File: src/rtl/spi_reg_bank_pkg.sv
// Shared address map, default ID and helpers for the SPI register bank.
// Optional error counter is enabled by defining SPI_REG_BANK_ERR_CNT_EN.
package spi_reg_bank_pkg;

    localparam int unsigned ADDR_ID        = 'h00;
    localparam int unsigned ADDR_SCRATCH   = 'h01;
    localparam int unsigned ADDR_STATUS    = 'h02;
    localparam int unsigned ADDR_IRQ_FLAGS = 'h03;
    localparam int unsigned ADDR_IRQ_MASK  = 'h04;
    localparam int unsigned ADDR_ERR_CNT   = 'h05;
    localparam int unsigned ADDR_CTRL_BASE = 'h08;

    localparam logic [31:0] DEFAULT_ID_VALUE = 32'h1C7A0001;

    localparam int unsigned ERR_CNT_W = 16;

    typedef struct packed {
        logic id;
        logic scratch;
        logic status;
        logic irq_flags;
        logic irq_mask;
        logic err_cnt;
    } dec_t;

    function automatic logic [ERR_CNT_W-1:0] sat_add_err(
        input logic [ERR_CNT_W-1:0] cnt,
        input logic [1:0]           inc
    );
        logic [ERR_CNT_W:0] sum;
        sum = {1'b0, cnt} + {{(ERR_CNT_W-1){1'b0}}, inc};
        return sum[ERR_CNT_W] ? '1 : sum[ERR_CNT_W-1:0];
    endfunction

endpackage

File: src/rtl/spi_irq_ctrl.sv
// Interrupt block: rising-edge detect on sources, W1C flags, mask and a
// registered level interrupt output.
module spi_irq_ctrl
    import spi_reg_bank_pkg::*;
#(
    parameter int unsigned DSZ = 32
) (
    input  logic           clk_i,
    input  logic           rst_ni,
    input  logic [DSZ-1:0] irq_src_i,
    input  logic           flags_wr_i,
    input  logic           mask_wr_i,
    input  logic [DSZ-1:0] wr_data_i,
    output logic [DSZ-1:0] flags_o,
    output logic [DSZ-1:0] mask_o,
    output logic           irq_o
);

    logic [DSZ-1:0] src_q;
    logic [DSZ-1:0] rise;
    logic [DSZ-1:0] flags_q, flags_d;
    logic [DSZ-1:0] mask_q, mask_d;
    logic           irq_q, irq_d;

    always_comb begin
        rise    = irq_src_i & ~src_q;
        flags_d = flags_q;
        if (flags_wr_i) begin
            flags_d = flags_q & ~wr_data_i;
        end
        // OR-ing the new edges in last lets a set override a same-cycle clear
        flags_d = flags_d | rise;
        mask_d  = mask_wr_i ? wr_data_i : mask_q;
        irq_d   = |(flags_q & mask_q);
    end

    always_ff @(posedge clk_i or negedge rst_ni) begin
        if (!rst_ni) begin
            src_q   <= '0;
            flags_q <= '0;
            mask_q  <= '0;
            irq_q   <= 1'b0;
        end else begin
            src_q   <= irq_src_i;
            flags_q <= flags_d;
            mask_q  <= mask_d;
            irq_q   <= irq_d;
        end
    end

    assign flags_o = flags_q;
    assign mask_o  = mask_q;
    assign irq_o   = irq_q;

endmodule

File: src/rtl/spi_reg_bank.sv
// Register bank behind the SPI slave: decode, read mux, status sync, control
// words and an optional error counter (define SPI_REG_BANK_ERR_CNT_EN).
module spi_reg_bank
    import spi_reg_bank_pkg::*;
#(
    parameter int unsigned    ASZ      = 7,
    parameter int unsigned    DSZ      = 32,
    parameter int unsigned    NCTRL    = 4,
    parameter logic [DSZ-1:0] ID_VALUE = DSZ'(DEFAULT_ID_VALUE)
) (
    input  logic                 clk,
    input  logic                 nreset,
    input  logic [ASZ-1:0]       addr,
    input  logic [DSZ-1:0]       wr_data,
    input  logic                 wr_en,
    input  logic                 rd_en,
    output logic [DSZ-1:0]       rd_data,
    input  logic [DSZ-1:0]       status_in,
    input  logic [DSZ-1:0]       irq_src,
    output logic [NCTRL*DSZ-1:0] ctrl_out,
    output logic                 irq
);

    dec_t             dec;
    logic [NCTRL-1:0] ctrl_hit;
    logic             mapped;
    logic             read_only;

    logic [DSZ-1:0]   rd_data_q, rd_data_d;
    logic [DSZ-1:0]   scratch_q, scratch_d;
    logic [DSZ-1:0]   status_meta_q, status_sync_q;
    logic [DSZ-1:0]   ctrl_q [NCTRL];
    logic [DSZ-1:0]   ctrl_d [NCTRL];

    logic [DSZ-1:0]   irq_flags;
    logic [DSZ-1:0]   irq_mask;
    logic             irq_int;

    always_comb begin
        dec           = '0;
        dec.id        = (addr == ASZ'(ADDR_ID));
        dec.scratch   = (addr == ASZ'(ADDR_SCRATCH));
        dec.status    = (addr == ASZ'(ADDR_STATUS));
        dec.irq_flags = (addr == ASZ'(ADDR_IRQ_FLAGS));
        dec.irq_mask  = (addr == ASZ'(ADDR_IRQ_MASK));
`ifdef SPI_REG_BANK_ERR_CNT_EN
        dec.err_cnt   = (addr == ASZ'(ADDR_ERR_CNT));
`endif
        ctrl_hit = '0;
        for (int unsigned i = 0; i < NCTRL; i++) begin
            ctrl_hit[i] = (addr == ASZ'(ADDR_CTRL_BASE + i));
        end
        mapped    = (|dec) | (|ctrl_hit);
        read_only = dec.id | dec.status;
    end

`ifdef SPI_REG_BANK_ERR_CNT_EN
    logic [ERR_CNT_W-1:0] err_cnt_q, err_cnt_d;
    logic [1:0]           err_inc;

    always_comb begin
        err_inc   = 2'(rd_en & ~mapped) + 2'(wr_en & (~mapped | read_only));
        err_cnt_d = sat_add_err(err_cnt_q, err_inc);
        if (wr_en && dec.err_cnt) begin
            err_cnt_d = '0;
        end
    end

    always_ff @(posedge clk or negedge nreset) begin
        if (!nreset) begin
            err_cnt_q <= '0;
        end else begin
            err_cnt_q <= err_cnt_d;
        end
    end
`endif

    // Read mux samples current register contents, so a same-cycle write is not visible
    always_comb begin
        rd_data_d = rd_data_q;
        if (rd_en) begin
            rd_data_d = '0;
            if (dec.id)        rd_data_d = ID_VALUE;
            if (dec.scratch)   rd_data_d = scratch_q;
            if (dec.status)    rd_data_d = status_sync_q;
            if (dec.irq_flags) rd_data_d = irq_flags;
            if (dec.irq_mask)  rd_data_d = irq_mask;
`ifdef SPI_REG_BANK_ERR_CNT_EN
            if (dec.err_cnt)   rd_data_d = {{(DSZ-ERR_CNT_W){1'b0}}, err_cnt_q};
`endif
            for (int unsigned i = 0; i < NCTRL; i++) begin
                if (ctrl_hit[i]) rd_data_d = ctrl_q[i];
            end
        end
    end

    always_comb begin
        scratch_d = (wr_en && dec.scratch) ? wr_data : scratch_q;
        for (int unsigned i = 0; i < NCTRL; i++) begin
            ctrl_d[i] = (wr_en && ctrl_hit[i]) ? wr_data : ctrl_q[i];
        end
    end

    always_ff @(posedge clk or negedge nreset) begin
        if (!nreset) begin
            rd_data_q     <= '0;
            scratch_q     <= '0;
            status_meta_q <= '0;
            status_sync_q <= '0;
            for (int unsigned i = 0; i < NCTRL; i++) begin
                ctrl_q[i] <= '0;
            end
        end else begin
            rd_data_q     <= rd_data_d;
            scratch_q     <= scratch_d;
            status_meta_q <= status_in;
            status_sync_q <= status_meta_q;
            for (int unsigned i = 0; i < NCTRL; i++) begin
                ctrl_q[i] <= ctrl_d[i];
            end
        end
    end

    spi_irq_ctrl #(
        .DSZ (DSZ)
    ) u_irq_ctrl (
        .clk_i      (clk),
        .rst_ni     (nreset),
        .irq_src_i  (irq_src),
        .flags_wr_i (wr_en & dec.irq_flags),
        .mask_wr_i  (wr_en & dec.irq_mask),
        .wr_data_i  (wr_data),
        .flags_o    (irq_flags),
        .mask_o     (irq_mask),
        .irq_o      (irq_int)
    );

    always_comb begin
        ctrl_out = '0;
        for (int unsigned i = 0; i < NCTRL; i++) begin
            ctrl_out[i*DSZ +: DSZ] = ctrl_q[i];
        end
    end

    assign rd_data = rd_data_q;
    assign irq     = irq_int;

endmodule

File: config.mk
export PLATFORM = sky130hd
export DESIGN_NAME = spi_reg_bank
export DESIGN_NICKNAME = d
export VERILOG_FILES = /design/src/rtl/spi_reg_bank_pkg.sv /design/src/rtl/spi_irq_ctrl.sv /design/src/rtl/spi_reg_bank.sv
export SDC_FILE = /design/constraint.sdc
export NUM_CORES = 1
export LEC_CHECK = 0
export CORE_MARGIN = 2
export CORE_UTILIZATION = 40
export DETAILED_ROUTE_END_ITERATION = 10
export GPL_TIMING_DRIVEN = 0
export MAX_ROUTING_LAYER = met4
export PLACE_DENSITY = 0.66
export SYNTH_ARGS = -nofsm -noshare
export SYNTH_HDL_FRONTEND = slang
export SYNTH_SLANG_ARGS = --single-unit
File: constraint.sdc
create_clock -name clk -period 1.5 [get_ports clk]
set_input_delay 0.15 -clock clk [delete_from_list [all_inputs] [get_ports clk]]
set_output_delay 0.15 -clock clk [all_outputs]
set_load 0.1 [all_outputs]
==> flow_metrics.py <==
metrics = {
    "synth": {
        "syn-num-nets": 1204,
        "post_synth_instance_area_sq_um": 14800,
        "synth-seq-area-share_pct": 59.6,
        "synth_async_sr_flop_share_pct": 100,
        "synth-warning-count": 0,
        "post_synth_num_cell_types": 51,
        "synthCells": 1097,
        "count_of_flip_flops_with_a_built_in_enable_after_synthesis": 0,
        "synth.avg_cell_area_sq_um": 13.5,
        "synth_top_flop_cell": "sky130_fd_sc_hd__dfrtp_1",
        "postSynthRegisterBits": 353,
    },
    "placed_design": {
        "postPlaceCellArea_sq_um": 18400,
        "gp_congestion": 0.950,
        "io_buffers": 267,
        "dpl.hpwl_um": 36200,
    },
    "status": {
        "failed_checks": "negative setup slack",
        "outcome": "complete, but fails checks",
    },
    "die": {
        "floorplan.die_area_sq_um": 38600,
        "rows": 70,
        "floorplan.io_pins": 268,
        "die_height_um": 196,
        "start_util_pct": 40.6,
        "die_width_um": 196,
        "placeable_core_region_sq_um": 36500,
    },
    "pwr": {
        "ir_worst_vdd_mv": 0.961,
        "clock_power_share_pct": 36.9,
        "power.switching_w": 0.00810,
        "power.static_leakage_nw": 9.29,
        "switching_share_pct": 32.2,
        "internal_power_w": 0.0171,
        "p_comb_share_pct": 20.8,
        "seq_power_share_pct": 42.3,
        "powerDensity_nw_per_um2": 1260,
    },
    "layout": {
        "fill_cell_count": 3156,
        "layout_commonest_cell": "sky130_fd_sc_hd__dfrtp_1",
        "layout-drive-gt1-share_pct": 46.0,
        "stdcell_area_sq_um": 20000,
        "synthToLayoutAreaGrowth_pct": 34.7,
        "layout.nets": 1550,
        "most-common-layout-cells": "sky130_fd_sc_hd__dfrtp_1 (266), sky130_fd_sc_hd__mux2_2 (148), sky130_fd_sc_hd__buf_4 (107)",
    },
    "critical_path": {
        "critPathKind": "reg -> reg",
        "required_ns": 1.89,
        "critical_path.max_stage_delay_ns": 0.59,
        "cp-start-kind": "flop",
        "worstPathCellList": "a22oi_1 > nand4_1 > or4_4",
        "setup.worst_path.end_class": "flop",
        "cp_data_arrival_time_ns": 1.95,
        "timing.critical_path.slowest_stage_cell": "sky130_fd_sc_hd__or4_4",
        "cp_max_fo": 3,
    },
    "clock_tree": {
        "clock_sink_count": 353,
        "cts-buffers-inserted": 38,
        "clock_tree.buffer_depth": 3,
        "htreeDepth": 2,
        "clk_pin_slew_worst_paths_ns": 0.06,
        "cts_tree": "done",
        "clockRootBuffer": "sky130_fd_sc_hd__clkbuf_16",
        "clock_latency_ns": 0.53,
    },
    "drt": {
        "dr.pass1.iters": 5,
        "initialDrtViolationCount": 837,
        "vias_per_cell": 5.69,
        "detail_route.wl_per_cell_um": 27.2,
        "total_via_count_after_detailed_routing": 11100,
        "wirelength_um": 52900,
        "ant_nets": 0,
        "remaining_drc_errors": 0,
    },
    "timing": {
        "max_clock_freq_mhz": 642,
        "max_transition_margin_pct": 45.9,
        "timing_worst_slew_pin_value_ns": 0.812,
        "grt_setup_unrepaired": "yes",
        "fin_crit_sh_pct": 104,
        "timing.final.setup_violations": 1,
        "timing.final.ws_setup_ns": -0.0570,
        "max_slew_violation_count": 0,
        "finalHoldViolations": 0,
        "fin_worst_skew_ns": 0.0118,
        "layout_min_cycle_time_ns": 1.56,
        "hold-worst-slack_ns": 0.0495,
    },
    "global_route": {
        "number_of_antenna_violations_at_the_first_check_in_global_routing": 3,
        "gr-total-overflow": 0,
        "total_routing_usage_reported_by_global_routing_pct": 28.1,
        "grt_first_pass_wirelength_um": 76700,
        "vias_in_the_first_global_route": 11400,
        "maximum_number_of_pins_on_one_net_before_global_route_repair": 115,
    },
    "hold_path": {
        "hold_class": "in -> async",
    },
    "run": {
        "cap_violations": 0,
    },
}
## cell usage after synthesis (all sizes together) (4+ instances only)
cell type	instances	area share [%]
a31oi	13	0.55
nand2b	37	1.6
o221ai	10	0.59
o32ai	8	0.47
nor2	22	0.67
o21ai	12	0.41
clkbuf	27	0.68
nand3	37	1.3
a21boi	9	0.46
o211ai	7	0.35
mux4	19	2.9
buf	45	1.7
nor2b	4	0.17
a22o	44	2.6
or4b	9	0.61
mux2i	13	0.88
dfrtp	353	60
a21oi	44	1.5
a22oi	28	1.4
o22ai	14	0.59
nand2	62	1.6
mux2	204	16
inv	40	1.0
nand4	5	0.21
## state kept, by name (all words and copies together) (netlist names)
register / count
ctrl_out: 128
rd_data: 32
scratch_q: 32
status_meta_q: 32
status_sync_q: 32
u_irq_ctrl.flags_o: 32
u_irq_ctrl.mask_o: 32
u_irq_ctrl.src_q: 32
u_irq_ctrl.irq_o: 1
## logic make-up after synthesis
group / Yosys count / share of synthesized area, %
AOI/OAI and AO/OA: 198 / 9.48
buffers and inverters: 112 / 3.44
DFF: 353 / 59.6
muxes: 236 / 20.0
and+or+nand+nor: 198 / 7.42
## power by group through the flow
stage	Clock [W]	Combinational (W)	Sequential, W
after floorplan	0	0.00105	0.0132
after global placement	0	0.00524	0.0108
after detailed placement	0	0.00531	0.0108
after CTS	0.00937	0.00517	0.0106
after global routing	0.00977	0.00544	0.0107
final	0.00929	0.00525	0.0107
## worst max-delay path, delay by kind of cell (launching register included)
family	cells	cell delay [ns]
AOI/OAI and AO/OA	1	0.19
DFF	1	0.46
and+or+nand+nor	2	0.77
## metal layers
layer | vias up | track usage, % | part of all wire (%)
met1 | 5750 | 37.9 | 43
met4 | 0 | 10.4 | 3.7
li1 | 4700 | - | -
met5 | - | - | 0
met2 | 501 | 43.0 | 46
met3 | 108 | 4.48 | 6.6
## final cells by class
type	instances	area [sq um]	share of cell area, %
multi-input combinational	632	5700	28.6
timing repair buffer	307	2670	13.4
clock inverter	10	81.3	0.408
tap	468	586	2.93
inverter	40	150	0.752
buffer	71	614	3.08
sequential	353	8990	45.1
antenna	4	10.0	0.0502
clock buffer	58	1150	5.75
## through the flow
step	std cells	setup WS (ns)	utilization (%)	setup TNS (ns)	power [W]
finish	1943	-0.0570	54.6	-0.0570	0.0252
CTS	1932	-0.0694	53.7	-0.0694	0.0252
floorplan	1097	-0.228	-	-10.06	0.0142
detailed placement	1835	-1.66	50.3	-304.51	0.0161
global route	1942	-0.0736	54.6	-0.0805	0.0259
global placement	1832	-17.67	50.1	-5778.29	0.0161
## what timing repair did
action | 4_1_cts | 5_1_grt
pin swaps | 20 | 10
gates resized for setup | 1009 | 91
endpoints found under the setup margin | 418 | 161
hold buffers | 1 | 0
hold endpoints to repair | 353 | 0
setup buffers | 26 | 4
gates cloned | 3 | 3
## final timing paths
path	from	to	slack, ns	cells after the start
max	u_irq_ctrl.mask_o[6]	u_irq_ctrl.irq_o	-0.06	3
max in group asynchronous	nreset	ctrl_out[32]	0.49	3
min in group clk	status_in[3]	status_meta_q[3]	0.06	1
min reg2reg	status_meta_q[16]	status_sync_q[16]	0.34	0
max reg2reg	u_irq_ctrl.mask_o[6]	u_irq_ctrl.irq_o	-0.06	3
min	nreset	status_meta_q[10]	0.05	2
(Power assumes the default switching activity.)
